==> src/rtl/rindex_pkg.sv <==
// Shared definitions for the reverse-index block mover.
//
// Contents:
//   - DEF_*     default parameter values for the mover
//   - MODE_*    encoding of the mode input (scatter / gather)
//   - state_t   FSM state encoding used by reverse_index_dma
//   - req_t     request bundle at the default widths, for callers that
//               build requests for the default configuration
package rindex_pkg;

  localparam int DEF_DATA_W = 32;
  localparam int DEF_ADDR_W = 8;
  localparam int DEF_LEN_W  = 5;

  localparam logic MODE_SCATTER = 1'b0;  // arr[index+i] = src[i]
  localparam logic MODE_GATHER  = 1'b1;  // src[i] = arr[index+i]

  typedef enum logic [1:0] {
    IDLE,
    RUN,
    DRAIN,
    FIN
  } state_t;

  typedef struct packed {
    logic                  mode;
    logic [DEF_ADDR_W-1:0] arr_base;
    logic [DEF_ADDR_W-1:0] index;
    logic [DEF_ADDR_W-1:0] src;
    logic [DEF_LEN_W-1:0]  len;
    logic                  cond_en;
  } req_t;

endpackage

==> src/rtl/rindex_addr_gen.sv <==
// Address generator for the reverse-index block mover.
//
// Captures the read and write base addresses (already resolved by mode) and
// the transfer length on load, then walks an element counter on each step.
// All address arithmetic wraps modulo 2^ADDR_W.
//
// Ports:
//   clk, rst_n        clock, asynchronous active-low reset
//   load              capture a new request (counter restarts at 0)
//   step              advance to the next element
//   mode              MODE_SCATTER / MODE_GATHER of the request being loaded
//   arr_base, index   array region start = arr_base + index
//   src               source (scatter) or destination (gather) base
//   len               number of elements in the request
//   rd_addr           read address of the current element
//   wr_addr           write address of the current element
//   last              current element is the final one
module rindex_addr_gen
  import rindex_pkg::*;
#(
  parameter int ADDR_W = DEF_ADDR_W,
  parameter int LEN_W  = DEF_LEN_W
) (
  input  logic              clk,
  input  logic              rst_n,
  input  logic              load,
  input  logic              step,
  input  logic              mode,
  input  logic [ADDR_W-1:0] arr_base,
  input  logic [ADDR_W-1:0] index,
  input  logic [ADDR_W-1:0] src,
  input  logic [LEN_W-1:0]  len,
  output logic [ADDR_W-1:0] rd_addr,
  output logic [ADDR_W-1:0] wr_addr,
  output logic              last
);

  logic [ADDR_W-1:0] rd_base_q;
  logic [ADDR_W-1:0] wr_base_q;
  logic [LEN_W-1:0]  len_q;
  logic [LEN_W-1:0]  cnt_q;
  logic [ADDR_W-1:0] arr_start;
  logic [ADDR_W-1:0] offset;

  // Carry out of ADDR_W is dropped on purpose: the array may wrap past the
  // top of memory back to address 0.
  assign arr_start = arr_base + index;

  // NOTE: state registers use non-blocking assignments so every flop samples
  // the pre-edge values of the others, independent of statement order.
  always_ff @(posedge clk or negedge rst_n) begin
    if (!rst_n) begin
      rd_base_q <= '0;
      wr_base_q <= '0;
      len_q     <= '0;
      cnt_q     <= '0;
    end else if (load) begin
      rd_base_q <= (mode == MODE_SCATTER) ? src : arr_start;
      wr_base_q <= (mode == MODE_SCATTER) ? arr_start : src;
      len_q     <= len;
      cnt_q     <= '0;
    end else if (step) begin
      cnt_q <= cnt_q + LEN_W'(1);
    end
  end

  assign offset  = ADDR_W'(cnt_q);
  assign rd_addr = rd_base_q + offset;
  assign wr_addr = wr_base_q + offset;
  // Only meaningful while stepping, where len_q is known to be non-zero.
  assign last    = (cnt_q == len_q - LEN_W'(1));

endmodule

==> src/rtl/reverse_index_dma.sv <==
// Reverse-index block mover between a source region and an indexed array
// region of a single word memory, one word per cycle.
//
//   scatter (mode=0): arr[arr_base+index+i] = src[i]
//   gather  (mode=1): src[i] = arr[arr_base+index+i]
//
// An optional condition (cond_en with flag_in) suppresses the whole transfer.
// Reads are issued one per cycle; each write follows its read by one cycle
// using rd_data, or the previously written word when the element's read
// address is the address being written in the same cycle (the memory returns
// old data there, while element-by-element semantics need the new word).
//
// Ports:
//   clk, rst_n          clock, asynchronous active-low reset
//   start               request pulse, accepted in IDLE or on the done cycle
//   mode                MODE_SCATTER / MODE_GATHER
//   arr_base, index     array region start = arr_base + index
//   src                 source (scatter) / destination (gather) base
//   len                 number of words (0 completes immediately)
//   cond_en, flag_in    when cond_en=1 the transfer runs only if flag_in=1
//   busy                transfer in progress
//   done                one-cycle completion pulse
//   skipped             with done when the condition failed
//   rd_en/rd_addr       memory read port, rd_data valid the next cycle
//   wr_en/wr_addr/wr_data  memory write port
module reverse_index_dma
  import rindex_pkg::*;
#(
  parameter int DATA_W = DEF_DATA_W,
  parameter int ADDR_W = DEF_ADDR_W,
  parameter int LEN_W  = DEF_LEN_W
) (
  input  logic              clk,
  input  logic              rst_n,
  input  logic              start,
  input  logic              mode,
  input  logic [ADDR_W-1:0] arr_base,
  input  logic [ADDR_W-1:0] index,
  input  logic [ADDR_W-1:0] src,
  input  logic [LEN_W-1:0]  len,
  input  logic              cond_en,
  input  logic              flag_in,
  output logic              busy,
  output logic              done,
  output logic              skipped,
  output logic              rd_en,
  output logic [ADDR_W-1:0] rd_addr,
  input  logic [DATA_W-1:0] rd_data,
  output logic              wr_en,
  output logic [ADDR_W-1:0] wr_addr,
  output logic [DATA_W-1:0] wr_data
);

  state_t state_q, state_d;

  logic load;
  logic step;
  logic quick_d, quick_q;  // immediate completion (skip or len=0)
  logic skip_d,  skip_q;

  logic [ADDR_W-1:0] elem_rd_addr;
  logic [ADDR_W-1:0] elem_wr_addr;
  logic              last;

  // Write stage: one cycle behind the read of the same element.
  logic              wr_pend_q;
  logic [ADDR_W-1:0] wr_addr_q;
  logic              fwd_sel_q;
  logic [DATA_W-1:0] fwd_data_q;
  logic [DATA_W-1:0] wr_data_raw;

  rindex_addr_gen #(
    .ADDR_W (ADDR_W),
    .LEN_W  (LEN_W)
  ) u_addr_gen (
    .clk      (clk),
    .rst_n    (rst_n),
    .load     (load),
    .step     (step),
    .mode     (mode),
    .arr_base (arr_base),
    .index    (index),
    .src      (src),
    .len      (len),
    .rd_addr  (elem_rd_addr),
    .wr_addr  (elem_wr_addr),
    .last     (last)
  );

  always_ff @(posedge clk or negedge rst_n) begin
    if (!rst_n) begin
      state_q <= IDLE;
      quick_q <= 1'b0;
      skip_q  <= 1'b0;
    end else begin
      state_q <= state_d;
      quick_q <= quick_d;
      skip_q  <= skip_d;
    end
  end

  // NOTE: every signal driven here gets a default before the case statement,
  // so no path leaves one unassigned and no latch is inferred.
  always_comb begin
    state_d = state_q;
    load    = 1'b0;
    step    = 1'b0;
    quick_d = 1'b0;
    skip_d  = 1'b0;
    unique case (state_q)
      // FIN is the done cycle; it accepts a new request exactly like IDLE.
      IDLE, FIN: begin
        state_d = IDLE;
        if (start) begin
          load = 1'b1;
          if (cond_en && !flag_in) begin
            quick_d = 1'b1;
            skip_d  = 1'b1;
          end else if (len == '0) begin
            quick_d = 1'b1;
          end else begin
            state_d = RUN;
          end
        end
      end
      RUN: begin
        step = 1'b1;
        if (last) state_d = DRAIN;
      end
      DRAIN:   state_d = FIN;
      default: state_d = IDLE;
    endcase
  end

  always_ff @(posedge clk or negedge rst_n) begin
    if (!rst_n) begin
      wr_pend_q  <= 1'b0;
      wr_addr_q  <= '0;
      fwd_sel_q  <= 1'b0;
      fwd_data_q <= '0;
    end else begin
      wr_pend_q <= rd_en;
      wr_addr_q <= elem_wr_addr;
      // The element read now lands on the word being written now, so its
      // write next cycle must take this cycle's write data.
      fwd_sel_q <= rd_en && wr_en && (elem_rd_addr == wr_addr_q);
      if (wr_en) fwd_data_q <= wr_data_raw;
    end
  end

  assign wr_data_raw = fwd_sel_q ? fwd_data_q : rd_data;

  assign rd_en   = (state_q == RUN);
  assign busy    = (state_q == RUN) || (state_q == DRAIN);
  assign done    = (state_q == FIN) || quick_q;
  assign skipped = quick_q && skip_q;
  // Address/data are gated so the ports read 0 whenever no access is made,
  // including during reset while rd_data may still carry a stale word.
  assign rd_addr = rd_en ? elem_rd_addr : '0;
  assign wr_en   = wr_pend_q;
  assign wr_addr = wr_en ? wr_addr_q : '0;
  assign wr_data = wr_en ? wr_data_raw : '0;

endmodule

==> config.mk <==
export PLATFORM = sky130hd
export DESIGN_NAME = reverse_index_dma
export DESIGN_NICKNAME = d
export VERILOG_FILES = /design/src/rtl/rindex_pkg.sv /design/src/rtl/rindex_addr_gen.sv /design/src/rtl/reverse_index_dma.sv
export SDC_FILE = /design/constraint.sdc
export NUM_CORES = 1
export LEC_CHECK = 0
export ABC_AREA = 1
export CAP_MARGIN = 10
export CORE_ASPECT_RATIO = 0.9
export CORE_MARGIN = 2
export CORE_UTILIZATION = 44
export DETAILED_ROUTE_END_ITERATION = 8
export GPL_TIMING_DRIVEN = 0
export HOLD_SLACK_MARGIN = 0.06
export PLACE_DENSITY = 0.86
export RECOVER_POWER = 25
export SYNTH_ARGS = -nofsm -noshare
export SYNTH_HDL_FRONTEND = slang
export SYNTH_SLANG_ARGS = --single-unit
==> constraint.sdc <==
create_clock -name clk -period 1.7 [get_ports clk]
set_input_delay 0.255 -clock clk [delete_from_list [all_inputs] [get_ports clk]]
set_output_delay 0.255 -clock clk [all_outputs]
set_load 0.1 [all_outputs]
==> results.md <==
* Total CTS buffers at 9
* Antenna Nets Post-Route at 0
* Reg clk slew, reported paths at 80 ps
* GP Congestion at 0.845
* Leakage at 3.81 nW
* Post-Place Cells at 850
* Avg Inst Size Synth at 7.31 um^2
* Largest net degree at the start of global routing at 73
* Total Wirelength at 25600 um
* CP Launch Point: u_addr_gen.rd_base_q[4]$_DFFE_PN0P_
* Vias in the first global route at 5693
* Grt ovf at 0
* Vias per inst at 6.54
* Peak supply drop at 1.33 mV
* Slowest cell on the critical path: dfrtp_1
* Die area at 10900 um^2
* Most common cell in the synthesized netlist: nand2_1
* CP bufs+invs at 1
* Critical path depth in cells at 8
* Critical Path Max Stage Delay at 450 ps
* N_diodes at 0
* GR Util All Layers at 35.1%
* Initial antenna violation count at 1
* Area grow syn2layout at 97.9%
* Final core occ at 90.0%
* Share of cells above drive strength 1 at 44.1%
* Combinational power share at 69.7%
* Die H at 99.2 um
* Violated checks: negative setup slack
* Vias at 6135
* Syn Inst Count at 606
* Worst Path Required at 1440 ps
* Final Setup Violations at 60
* Effective utilization at floorplan at 45.5%
* Clk_skew at 21.7 ps
* Synth top area cells: dfrtp_1 41%, nand2_1 9.7%, inv_1 8.2%
* Max-slew violation count at 0
* Final TNS setup at -15500 ps
* Clock Power Share at 9.0%
* Pre-CTS WS at -1270 ps
* Int Power at 7.85 mW
* Worst path top cell family by delay: simple AND/OR/NAND/NOR gates
* Relative slew slack at 33.5%
* Post-layout min period at 2440 ps
* Clock Path Buffers at 2
* Synth Warn # at 0
* Unique masters post-synth at 23
* Crit. End Element: output pin
* Fillers at 331
* Worst setup path end: rd_addr[6]
* RR Endpoint: fwd_sel_q$_DFF_PN0_
* Worst skew pair latency at 400 ps
* Worst-Margin Slew at 998 ps
* Mapped Area at 4430 um^2
* CTS tree: built
* FMAX at 410 MHz
* Worst path arrival time at 2180 ps
* Register area share after synthesis at 40.7%
* Global-route wire length before repair at 29300 um
* Routed len/inst at 27.3 um
* Number of synthesized flops with an enable pin at 0
* Die X at 110 um
* Site row count at 34
* Final Hold Vio Count at 0
* Port bufs at 118
* R2r setup slk at -500 ps
* Layout Cells excl Fill at 938
* Power after layout at 17.4 mW
* Count of boundary I/O pins at 120
* FF+latch count, synth at 72
* Reg2Reg Depth at 10
* Clk sink count at 72
* Crit-path cells: ha_4 > nand2_1 > nor2_1 > nand2_2 > nand4_1 > nand2_4 > nor2_4 > buf_12
* Ys async rst share at 100%
* Net Sw Power at 9.51 mW
* Drt pass-1 iters at 6
* Tcrit/Tclk final at 144%
* Crit-path max FO at 4
* DRC viols at 0
* Yosys top cell area share at 40.7%
* Sw Share at 54.8%
* Crit Path Category: flip-flop to output pin
* Part of the power in registers at 21.3%
* Setup ws final at -740 ps
* Detailed placement HPWL at 9210 um
* H-tree depth at 3
* Floorplan Core Area at 9740 um^2
* CP Launch Type: flip-flop
* Top post-synthesis cells by count: 114 x nand2_1, 97 x inv_1, 87 x nor2_1, 72 x dfrtp_1, 50 x o21ai_0
* Iteration-0 DRC Markers at 990
* Clk Tree Root Cell: clkbuf_8
* Synth Flop Type: dfrtp_1
* Post-layout nets at 899
* Status: complete, but fails checks
* Worst r2r src: u_addr_gen.rd_base_q[2]$_DFFE_PN0P_
* PD cells at 1980 nW/um^2
* Post-Syn Nets at 698
* Cell accounting for the most synthesized area: dfrtp_1
* Max_cap viols at 0
* HP Class: input pin to flip-flop
* Unrepaired setup endpoints after global routing: true
==> state kept, by name (all words and copies together) (netlist names) <==
register              count
fwd_data_q               32
u_addr_gen.rd_base_q      8
u_addr_gen.wr_base_q      8
wr_addr_q                 8
u_addr_gen.cnt_q          5
u_addr_gen.len_q          5
state_q                   2
fwd_sel_q                 1
quick_q                   1
skip_q                    1
wr_en                     1
==> worst min-delay path, stage by stage <==
cell     delay [ps]
buf_2           180
a21oi_1          90
nand2_1          70
nand2_1          40
==> per-stage QoR <==
step                      area (um^2)  hold WS [ps]
after floorplan                  5290         -40.6
after global placement           6630           457
after detailed placement         6620           430
after CTS                        8110           270
after global routing             8770           299
final                            8770           296
==> repair_timing <==
action / 4_1_cts / 5_1_grt
hold buffers: 1 / 0
setup buffers: 35 / 40
setup endpoints to repair: 79 / 81
resized for setup: 566 / 130
pin swaps: 39 / 47
hold endpoints to repair: 53 / 0
gates cloned: 6 / 1
==> metal layers <==
layer,GRT usage [%],routed length (um),share of wire [%]
met1,36.2,8750,34
met2,61.1,11500,45
met3,9.31,2900,11
met4,25.0,2460,9.6
met5,0,0,0
==> layout by cell type (no fill, tap or decap), types with 6 or more instances in the layout <==
master           Yosys  layout
o21ai_4              0      33
nand2_2              0      15
nand3_1             30      19
nand2_4              0      11
nor2_4               0      65
dfrtp_1             72      63
o21ai_0             50      14
inv_1               97      81
clkbuf_16            0       8
buf_4                0      54
ha_4                 0       9
a21oi_1             38      27
clkinvlp_4           0      14
xor2_1               9       8
a21oi_2              0       6
xnor2_1              8       8
buf_6                0      14
clkdlybuf4s50_1      0      62
o22ai_1             32      32
nor2_1              87      18
clkbuf_8             0      10
nor3_1               6       6
nand2_1            114      87
ha_1                22      11
nand3_2              0       9
dfrtp_2              0       8
buf_12               0      58
==> worst min-delay path by stage <==
stage	cells past startpoint	slack (ps)	end	start
global placement	1	460	wr_addr_q[7]$_DFF_PN0_	u_addr_gen.wr_base_q[7]$_DFFE_PN0P_
global route	3	300	u_addr_gen.wr_base_q[2]$_DFFE_PN0P_	mode
CTS	4	270	u_addr_gen.wr_base_q[5]$_DFFE_PN0P_	mode
floorplan	0	-40	fwd_data_q[0]$_DFFE_PN0P_	rst_n
detailed placement	1	430	fwd_data_q[26]$_DFFE_PN0P_	rst_n
finish	4	300	u_addr_gen.wr_base_q[5]$_DFFE_PN0P_	mode
==> logic make-up (layout without fill, tap and decap cells) <==
logic type | count (synthesis) | count (layout) | synth area share, %
flip-flops | 72 | 72 | 40.7
XOR/XNOR | 17 | 17 | 3.36
AND/OR/NAND/NOR | 248 | 248 | 22.9
AO/OA/AOI/OAI | 124 | 124 | 15.1
buffers and inverters | 120 | 326 | 10.4
adder cells (fa/ha/maj) | 25 | 25 | 7.57
==> area by class of cell <==
cell class / count / area [um^2] / area share (%)
multi-input combinational: 414 / 3480 / 39.7
timing repair buffer: 195 / 2450 / 27.9
sequential: 72 / 1820 / 20.7
inverter: 97 / 414 / 4.72
buffer: 18 / 246 / 2.81
tap: 126 / 158 / 1.80
clock buffer: 10 / 138 / 1.57
clock inverter: 6 / 67.6 / 0.771
==> power by group through the flow <==
| stage | clock (mW) | sequential, mW | combinational [mW] |
|---|---|---|---|
| floorplan | 0 | 3.26 | 6.26 |
| global placement | 0 | 3.30 | 7.57 |
| detailed placement | 0 | 3.37 | 7.80 |
| CTS | 1.43 | 3.35 | 9.38 |
| global route | 1.60 | 3.74 | 12.4 |
| finish | 1.56 | 3.70 | 12.1 |
No activity file was read; power rests on OpenSTA's default activity.
